===== src/rtl/dna_pkg.sv =====
// Shared DNA symbol encodings, orientation prefixes and transmit FSM states.
// The decoder uses the same prefix constants.
package dna_pkg;

    typedef logic [1:0] sym_t;

    localparam sym_t SYM_1 = 2'b01;
    localparam sym_t SYM_2 = 2'b10;
    localparam sym_t SYM_3 = 2'b11;
    localparam sym_t SYM_4 = 2'b00;

    // Upper symbol goes out first.
    localparam logic [3:0] PFX_FWD = 4'b0100;
    localparam logic [3:0] PFX_REV = 4'b1011;

    typedef enum logic [1:0] {IDLE, PRE0, PRE1, PAY} tx_state_t;

    function automatic int unsigned cnt_w(input int unsigned n);
        return (n - 2 > 1) ? $clog2(n - 2) : 1;
    endfunction

endpackage


===== src/rtl/prefix_tx_if.sv =====
// Payload-in and symbol-out streams of prefix_tx; slave is the transmitter's view.
interface prefix_tx_if
    import dna_pkg::*;
#(
    parameter int unsigned N = 100
);
    logic                 in_valid;
    logic                 in_ready;
    logic [2*(N-2)-1:0]   payload_in;
    logic                 reverse_in;
    logic                 sym_valid;
    logic                 sym_ready;
    sym_t                 sym_out;
    logic                 sym_first;
    logic                 sym_last;
    logic                 busy;

    modport master (
        output in_valid, payload_in, reverse_in, sym_ready,
        input  in_ready, sym_valid, sym_out, sym_first, sym_last, busy
    );

    modport slave (
        input  in_valid, payload_in, reverse_in, sym_ready,
        output in_ready, sym_valid, sym_out, sym_first, sym_last, busy
    );

endinterface


===== src/rtl/prefix_tx.sv =====
// Frames an (N-2)-symbol payload with a 2-symbol orientation prefix and
// serializes it one symbol per handshake over a valid/ready stream.
module prefix_tx
    import dna_pkg::*;
#(
    parameter int unsigned N = 100
) (
    input  logic         clk,
    input  logic         rst,
    prefix_tx_if.slave   tx
);

    localparam int unsigned     PW       = 2 * (N - 2);
    localparam int unsigned     CW       = cnt_w(N);
    localparam logic [CW-1:0]   CNT_INIT = CW'(N - 3);

    tx_state_t       r_state, w_state_nxt;
    logic [PW-1:0]   r_shift, w_shift_nxt;
    logic [CW-1:0]   r_cnt, w_cnt_nxt;
    logic            r_rev, w_rev_nxt;
    logic            r_sym_valid, r_sym_first, r_sym_last;
    sym_t            r_sym_out, w_sym_nxt;
    logic            w_in_hs, w_sym_hs;

    assign w_in_hs  = tx.in_valid && (r_state == IDLE);
    assign w_sym_hs = r_sym_valid && tx.sym_ready;

    always_ff @(posedge clk or posedge rst) begin
        if (rst) begin
            r_state     <= IDLE;
            r_shift     <= '0;
            r_cnt       <= '0;
            r_rev       <= 1'b0;
            r_sym_valid <= 1'b0;
            r_sym_out   <= SYM_4;
            r_sym_first <= 1'b0;
            r_sym_last  <= 1'b0;
        end else begin
            r_state     <= w_state_nxt;
            r_shift     <= w_shift_nxt;
            r_cnt       <= w_cnt_nxt;
            r_rev       <= w_rev_nxt;
            r_sym_valid <= (w_state_nxt != IDLE);
            r_sym_out   <= w_sym_nxt;
            r_sym_first <= (w_state_nxt == PRE0);
            r_sym_last  <= (w_state_nxt == PAY) && (w_cnt_nxt == '0);
        end
    end

    always_comb begin
        w_state_nxt = r_state;
        w_shift_nxt = r_shift;
        w_cnt_nxt   = r_cnt;
        w_rev_nxt   = r_rev;
        w_sym_nxt   = SYM_4;

        case (r_state)
            IDLE: if (w_in_hs) begin
                w_state_nxt = PRE0;
                w_shift_nxt = tx.payload_in;
                w_cnt_nxt   = CNT_INIT;
                w_rev_nxt   = tx.reverse_in;
            end
            PRE0: if (w_sym_hs) w_state_nxt = PRE1;
            PRE1: if (w_sym_hs) w_state_nxt = PAY;
            PAY: if (w_sym_hs) begin
                w_shift_nxt = r_rev ? (r_shift >> 2) : (r_shift << 2);
                if (r_cnt == '0) w_state_nxt = IDLE;
                else             w_cnt_nxt   = r_cnt - CW'(1);
            end
            default: w_state_nxt = IDLE;
        endcase

        // Outputs are registered, so the symbol is chosen from next-state values.
        case (w_state_nxt)
            PRE0:    w_sym_nxt = w_rev_nxt ? PFX_REV[3:2] : PFX_FWD[3:2];
            PRE1:    w_sym_nxt = w_rev_nxt ? PFX_REV[1:0] : PFX_FWD[1:0];
            PAY:     w_sym_nxt = w_rev_nxt ? w_shift_nxt[1:0] : w_shift_nxt[PW-1 -: 2];
            default: w_sym_nxt = SYM_4;
        endcase
    end

    assign tx.in_ready  = (r_state == IDLE);
    assign tx.busy      = (r_state != IDLE);
    assign tx.sym_valid = r_sym_valid;
    assign tx.sym_out   = r_sym_out;
    assign tx.sym_first = r_sym_first;
    assign tx.sym_last  = r_sym_last;

endmodule

===== src/flat_wrapper.sv =====
// flat-port wrapper written by rule: the top's interface ports become plain ports
module prefix_tx_flat import dna_pkg::*;
#(
    parameter int unsigned N = 100
)
  (clk, rst, tx_in_valid, tx_payload_in, tx_reverse_in, tx_sym_ready, tx_in_ready, tx_sym_valid, tx_sym_out, tx_sym_first, tx_sym_last, tx_busy);
  prefix_tx_if #(.N(N)) tx_i ();
  input  logic clk;
  input  logic rst;
  input wire logic [$bits(tx_i.in_valid)-1:0] tx_in_valid;
  input wire logic [$bits(tx_i.payload_in)-1:0] tx_payload_in;
  input wire logic [$bits(tx_i.reverse_in)-1:0] tx_reverse_in;
  input wire logic [$bits(tx_i.sym_ready)-1:0] tx_sym_ready;
  output wire logic [$bits(tx_i.in_ready)-1:0] tx_in_ready;
  output wire logic [$bits(tx_i.sym_valid)-1:0] tx_sym_valid;
  output wire logic [$bits(tx_i.sym_out)-1:0] tx_sym_out;
  output wire logic [$bits(tx_i.sym_first)-1:0] tx_sym_first;
  output wire logic [$bits(tx_i.sym_last)-1:0] tx_sym_last;
  output wire logic [$bits(tx_i.busy)-1:0] tx_busy;
  assign tx_i.in_valid = tx_in_valid;
  assign tx_i.payload_in = tx_payload_in;
  assign tx_i.reverse_in = tx_reverse_in;
  assign tx_i.sym_ready = tx_sym_ready;
  assign tx_in_ready = tx_i.in_ready;
  assign tx_sym_valid = tx_i.sym_valid;
  assign tx_sym_out = tx_i.sym_out;
  assign tx_sym_first = tx_i.sym_first;
  assign tx_sym_last = tx_i.sym_last;
  assign tx_busy = tx_i.busy;
  prefix_tx #(.N(N)) u_core (.clk(clk), .rst(rst), .tx(tx_i));
endmodule

===== config.mk =====
export PLATFORM = sky130hd
export DESIGN_NAME = prefix_tx_flat
export DESIGN_NICKNAME = d
export VERILOG_FILES = /design/src/rtl/dna_pkg.sv /design/src/rtl/prefix_tx_if.sv /design/src/rtl/prefix_tx.sv /design/src/flat_wrapper.sv
export SDC_FILE = /design/constraint.sdc
export NUM_CORES = 1
export LEC_CHECK = 0
export ABC_AREA = 0
export CAP_MARGIN = 15
export CORE_MARGIN = 3
export CORE_UTILIZATION = 40
export CTS_BUF_LIST = sky130_fd_sc_hd__clkbuf_4 sky130_fd_sc_hd__clkbuf_8 sky130_fd_sc_hd__clkbuf_16
export DETAILED_ROUTE_END_ITERATION = 8
export PLACE_DENSITY = 0.74
export SYNTH_ARGS = -nofsm -noshare
export SYNTH_HDL_FRONTEND = slang
export SYNTH_SLANG_ARGS = --single-unit

===== constraint.sdc =====
create_clock -name clk -period 7.6 [get_ports clk]
set_clock_uncertainty 0.05 [all_clocks]
set_input_delay 1.52 -clock clk [delete_from_list [all_inputs] [get_ports clk]]
set_output_delay 1.52 -clock clk [all_outputs]
set_load 0.03 [all_outputs]

Word-level counts from Yosys, hierarchy flattened

Cells that the tools add are included.

Output and inout bits: 7
Flip-flop bits (word level): 211
Word-level logic and storage cells: 48
Input bits: 201

Muxes and demuxes: 20
Reduce and logical (&&, ||, !) cells: 10
Eq/ne operators: 8
$add $sub $neg: 1

Operators by type and width:

| cell                                                   | number |
|---|---|
| two-way mux 196 bit                                    | 3 |
| one-hot mux 196 bit (2 select lines)                   | 1 |
| two-way mux 7 bit                                      | 3 |
| two-way mux 2 bit                                      | 8 |
| logical NOT 7 bit                                      | 2 |
| one-hot mux 7 bit (2 select lines)                     | 1 |
| == test 2 bit (second input constant)                  | 4 |
| one-hot mux 2 bit (4 select lines)                     | 1 |
| subtractor 7 x 1 -> 7 bit (second input constant)      | 1 |
| one-hot mux 2 bit (3 select lines)                     | 1 |
| nonzero test 2 bit                                     | 3 |
| == test 2 x 1 -> 1 bit (second input constant)         | 2 |
| inequality test 2 x 1 -> 1 bit (second input constant) | 2 |
| logical AND 1 bit                                      | 3 |
| AND reduction 3 bit                                    | 1 |
| logical NOT 2 bit                                      | 1 |
| two-way mux 1 bit                                      | 2 |

Depth between registers and ports, before layout

Depth after elaboration: 6
Gate-level depth with buffers: 10
Depth with buffers taken out: 7

Least setup slack after synthesis

Ideal clock, no wire load.

Kind: input port to flip-flop
From: input port tx_in_valid
To: register u_core.r_sym_out[1] (netlist: u_core.tx.sym_out[1])
Library setup time: 139 ps
Stages on the path: 7
Data required time: 7411 ps
Setup slack: 4525 ps
Data arrival time: 2886 ps
Path buffers: 2
Path through: nor2b_1 -> or3_1 -> clkbuf_1 -> buf_2 -> a221o_1 -> o211ai_1 -> o311ai_1

Word-level cells in the longest chain between the ends: 5
Elaborated cells on any way between the ends: 14
Those cells by class: eq/ne: 3; mux: 10; reduce/logical: 1

RTL lines:

| element                              | line               | RTL |
|---|---|---|
| start, declared                      | flat_wrapper.sv:10 | `input wire logic [$bits(tx_i.in_valid)-1:0] tx_in_valid;` |
| logical AND 1 bit                    | prefix_tx.sv:25    | `assign w_in_hs = tx.in_valid && (r_state == IDLE);` |
| two-way mux 196 bit                  | prefix_tx.sv:58    | `IDLE: if (w_in_hs) begin` |
| one-hot mux 196 bit (2 select lines) | prefix_tx.sv:57    | `case (r_state)` |
| net u_core.w_shift_nxt[1]            | prefix_tx.sv:18    | `logic [PW-1:0] r_shift, w_shift_nxt;` |
| two-way mux 2 bit                    | prefix_tx.sv:78    | `PAY: w_sym_nxt = w_rev_nxt ? w_shift_nxt[1:0] : w_shift_nxt[PW-1 -: 2];` |
| one-hot mux 2 bit (3 select lines)   | prefix_tx.sv:75    | `case (w_state_nxt)` |
| net u_core.w_sym_nxt[1]              | prefix_tx.sv:22    | `sym_t r_sym_out, w_sym_nxt;` |
| end signal, assigned                 | prefix_tx.sv:44    | `r_sym_out <= w_sym_nxt;` |
| end, declared                        | prefix_tx.sv:22    |  |

The timed path passes the listed nets, and every way through them passes these cells. The select of a mux whose other input is x is not followed.
A chain may end at the register's enable or synchronous reset.

Final worst setup path

From: input port tx_sym_ready
To: register u_core.r_shift[82]

Word-level cells in the longest chain between the ends: 3

RTL lines:

| element                                         | line               | RTL |
|---|---|---|
| start, declared                                 | flat_wrapper.sv:13 | `input wire logic [$bits(tx_i.sym_ready)-1:0] tx_sym_ready;` |
| logical AND 1 bit                               | prefix_tx.sv:26    | `assign w_sym_hs = r_sym_valid && tx.sym_ready;` |
| inequality test 2 x 1 -> 1 bit (no source line) | --                 |  |
| AND reduction 3 bit (no source line)            | --                 |  |
| end signal, assigned                            | prefix_tx.sv:40    | `r_shift <= w_shift_nxt;` |
| end, declared                                   | prefix_tx.sv:18    |  |

No other way between the ends.

==> metrics.md <==
| Metric | Value |
|---|---|
| # diodes | 0 |
| Reg2Reg Setup Slack | 4.13 ns |
| Synthesized area per cell | 8.47 sq um |
| Antenna viol nets, final | 0 |
| Io pins | approximately 210 |
| DR pass1 iterations | 7 |
| Crit-path cells | clkdlybuf4s50_1 > and2_1 > nand2_4 > buf_4 > nor2_1 > a21oi_1 > o21ai_0 |
| Deepest clock path buffer count | 3 |
| Total Power | about 0.0054 W |
| Worst-path fanout max | between 100 and 150 |
| Fin. Hold Viols | 0 |
| Final Cycle Share | 0.585 |
| TritonCTS buffer count | 24 |
| CP Launch Type | input pin |
| Wire per inst | 16.3 um |
| First-pass GRT wire length | about 50000 um |
| Gr ovfl total | 0 |
| Final wirelength | 31200 um |
| Most Used Layer, Global Route | met2 |
| GRT Total Usage | 0.189 |
| Final Non-Filler Cells | ~1900 |
| Syn Nets | 1599 |
| Max_cap viols | 0 |
| Post-synth EDFFs | 0 |
| Crit. End Element | flop |
| Met1 usage | 0.265 |
| DP Cell Count | between 1500 and 2000 |
| Port Buffers | 207 |
| GRT met2 Usage | 0.309 |
| Synth Flop Type | dfrtp_1 |
| Total number of vias | 10300 |
| Core Box Area | 28900 sq um |
| GPL Wtd Cong | 0.861 |
| WS Path Type | in2reg |
| Register area share after synthesis | 0.448 |
| Final setup fails | 0 |
| Core Rows | 62 |
| R2R cell count | 7 |
| WHS Path Cells | 2 |
| Worst slew margin | 0.194 |
| Clock sink count | 211 |
| Antenna violations before repair | 2 |
| Cts hold-fix bufs | 0 |
| Delay-heaviest family, CP | buffers and inverters |
| Synth warn | 0 |
| Hold Crit Endpoint | u_core.r_shift[158] |
| Detailed Route Iter0 Violations | 865 |
| Die Ht | between 150 and 200 um |
| Actual slew at the worst max-slew pin | 1.21 ns |
| Slowest CP cell | buf_4 |
| Synthesized area | ~12000 sq um |
| Slew Limit Fails | 0 |
| Register bit total from synthesis | roughly 210 |
| Data arrival, critical path | about 4.7 ns |
| Reg-to-Reg End | u_core.tx.sym_out[0] |
| RSZ-0062 raised after global routing | no |
| Vias per cell | 5.38 |
| Worst-path clk slew | 0.06 ns |
| Initial Util | 0.408 |
| Hold_sp | u_core.r_shift[158] |
| Post-synth cell types | 50 |
| Status | complete, no violations |
| Hold Path Class | reg2reg |
| Crit path time final | between 4 and 5 ns |
| Sum of buffers and inverters on the critical path | 2 |
| Highest clock rate | 225 MHz |
| Clock latency on the worst-skew pair | a little over 0.5 ns |
| Post-DP HPWL | 19500 um |
| Setup Total Neg Slack | 0 ns |
| Critical path depth | 7 |
| FF-to-FF Start | u_core.r_state[1] |
| Worst path required time | slightly below 8 ns |
| Die ar. | ~32000 sq um |
| Ys async rst share | 1.00 |
| Setup bufs post-CTS | 0 |
| Final #Nets | 1727 |
| Layout cells sized above 1 | 0.0385 |
| Number of global-route vias before repair | 10000 |
| # DRC | 0 |
| Power Dens Cells | 363 nW/um^2 |
| Post-CTS resize count | 0 |
| Max incr delay on CP | between 0.9 and 1 ns |
| Root buffer cell | clkbuf_16 |
| P&R area growth vs syn | 25.4% |
| Final Util | 0.512 |
| Clock H-tree levels | 1 |
| Largest net degree at the start of global routing | between 150 and 200 |
| Met3 usage | 0.0349 |
| Syn Inst Count | 1391 |
| CTS tree | done |
| Worst VDD drop | approximately 280 uV |
| Die Wd | around 180 um |
| P_leak | 6.12 nW |
## area by class of cell
cell class                 count  area, sq um
fill                        2713        14100
multi-input combinational   1059         6040
sequential                   211         5280
timing repair buffer         215         2140
clock buffer                  37          747
tap                          384          480
clock inverter                 3         43.8
inverter                       8         37.5
## where the power goes
group | switching (W) | internal, W
Clock | 0.000460 | 0.000706
Combinational | 0.00133 | 0.000886
Sequential | 0.000420 | 0.00157
## worst reg2reg max path, stage by stage (launching register included)
cell,delay [ns]
dfrtp_1,0.46
ha_1,0.53
a21boi_1,0.29
or3_4,0.78
buf_12,0.55
a22oi_1,0.28
a311o_1,0.35
o21ai_0,0.10
## cell usage in the layout, fill, tap and decap left out, types with 2 or more instances in the layout
cell,instances
a211oi_1,3
a21bo_2,2
a21oi_1,195
a221o_1,3
a31oi_1,2
and2_1,2
and4b_1,2
buf_4,7
clkbuf_16,25
clkbuf_4,7
clkbuf_8,5
clkdlybuf4s50_1,207
dfrtp_1,210
ha_1,7
inv_1,7
mux2i_1,193
nand2_1,198
nand2b_1,2
nand3_1,4
nand3b_1,2
nand4b_1,4
nand4bb_1,4
nor2_1,198
nor2b_1,4
nor3_1,3
nor3b_1,2
o211ai_1,2
o21ai_0,201
## cells by family after synthesis
family | after synthesis | share of synthesized area
AOI/OAI and AO/OA | 424 | 0.189
adders and majority gates | 7 | 0.00743
DFF | 211 | 0.448
and+or+nand+nor | 435 | 0.151
muxes | 193 | 0.164
buffers and inverters | 121 | 0.0405
## Yosys cell counts, types with 2 or more instances
| cell type | instances | share of area |
|---|---|---|
| nand2b_1 | 2 | 0.0011 |
| nand2_1 | 199 | 0.063 |
| and2_1 | 3 | 0.0016 |
| nor2b_1 | 4 | 0.0021 |
| nor2_1 | 198 | 0.063 |
| mux2i_1 | 193 | 0.16 |
| nor3b_1 | 2 | 0.0013 |
| nand3b_1 | 2 | 0.0013 |
| buf_2 | 18 | 0.0076 |
| nand3_1 | 4 | 0.0017 |
| buf_1 | 6 | 0.0019 |
| a21bo_2 | 2 | 0.0017 |
| inv_1 | 8 | 0.0025 |
| and4b_1 | 2 | 0.0017 |
| a211oi_1 | 3 | 0.0019 |
| dfrtp_1 | 211 | 0.45 |
| o21ai_0 | 201 | 0.085 |
| ha_1 | 7 | 0.0074 |
| clkbuf_1 | 89 | 0.028 |
| a21oi_1 | 195 | 0.083 |
| nand4b_1 | 4 | 0.0030 |
| o211ai_1 | 2 | 0.0013 |
| a31oi_1 | 2 | 0.0011 |
| nor3_1 | 3 | 0.0013 |
| nand4bb_1 | 4 | 0.0038 |
| a221o_1 | 3 | 0.0025 |
## through the flow
| step | area [sq um] | hold slack (ns) | setup WS, ns |
|---|---|---|---|
| finish | 14800 | 0.454 | 3.15 |
| global route | 14800 | 0.478 | 2.95 |
| CTS | 14800 | 0.460 | 3.27 |
| detailed placement | 14000 | 0.447 | 2.76 |
| global placement | 14000 | 0.440 | 2.81 |
| floorplan | 11800 | 0.413 | 0.264 |
## sequential cells by signal (all words and copies together), names as in the netlist
signal               flops
u_core.r_cnt             7
u_core.r_state           2
u_core.r_rev             1
u_core.tx.sym_out        2
u_core.tx.sym_last       1
u_core.tx.sym_valid      1
u_core.r_shift         196
u_core.tx.sym_first      1
## per-layer routing
layer	share of wire	vias to the layer above
met5	0.00074	-
met4	0.019	4
met3	0.057	39
met2	0.47	296
met1	0.46	4899
li1	-	5066
## worst max path at each step
stage / from / to / slack (ns)
2_1_floorplan: rst / u_core.r_cnt[0] / 0.26
6_report: tx_sym_ready / u_core.r_shift[82] / 3.15
3_5_place_dp: tx_sym_ready / u_core.r_shift[57] / 2.76
5_1_grt: tx_sym_ready / u_core.r_shift[82] / 2.95
4_1_cts: tx_sym_ready / u_core.r_shift[82] / 3.27
3_3_place_gp: tx_sym_ready / u_core.r_shift[59] / 2.81
(Power assumes the default switching activity.)
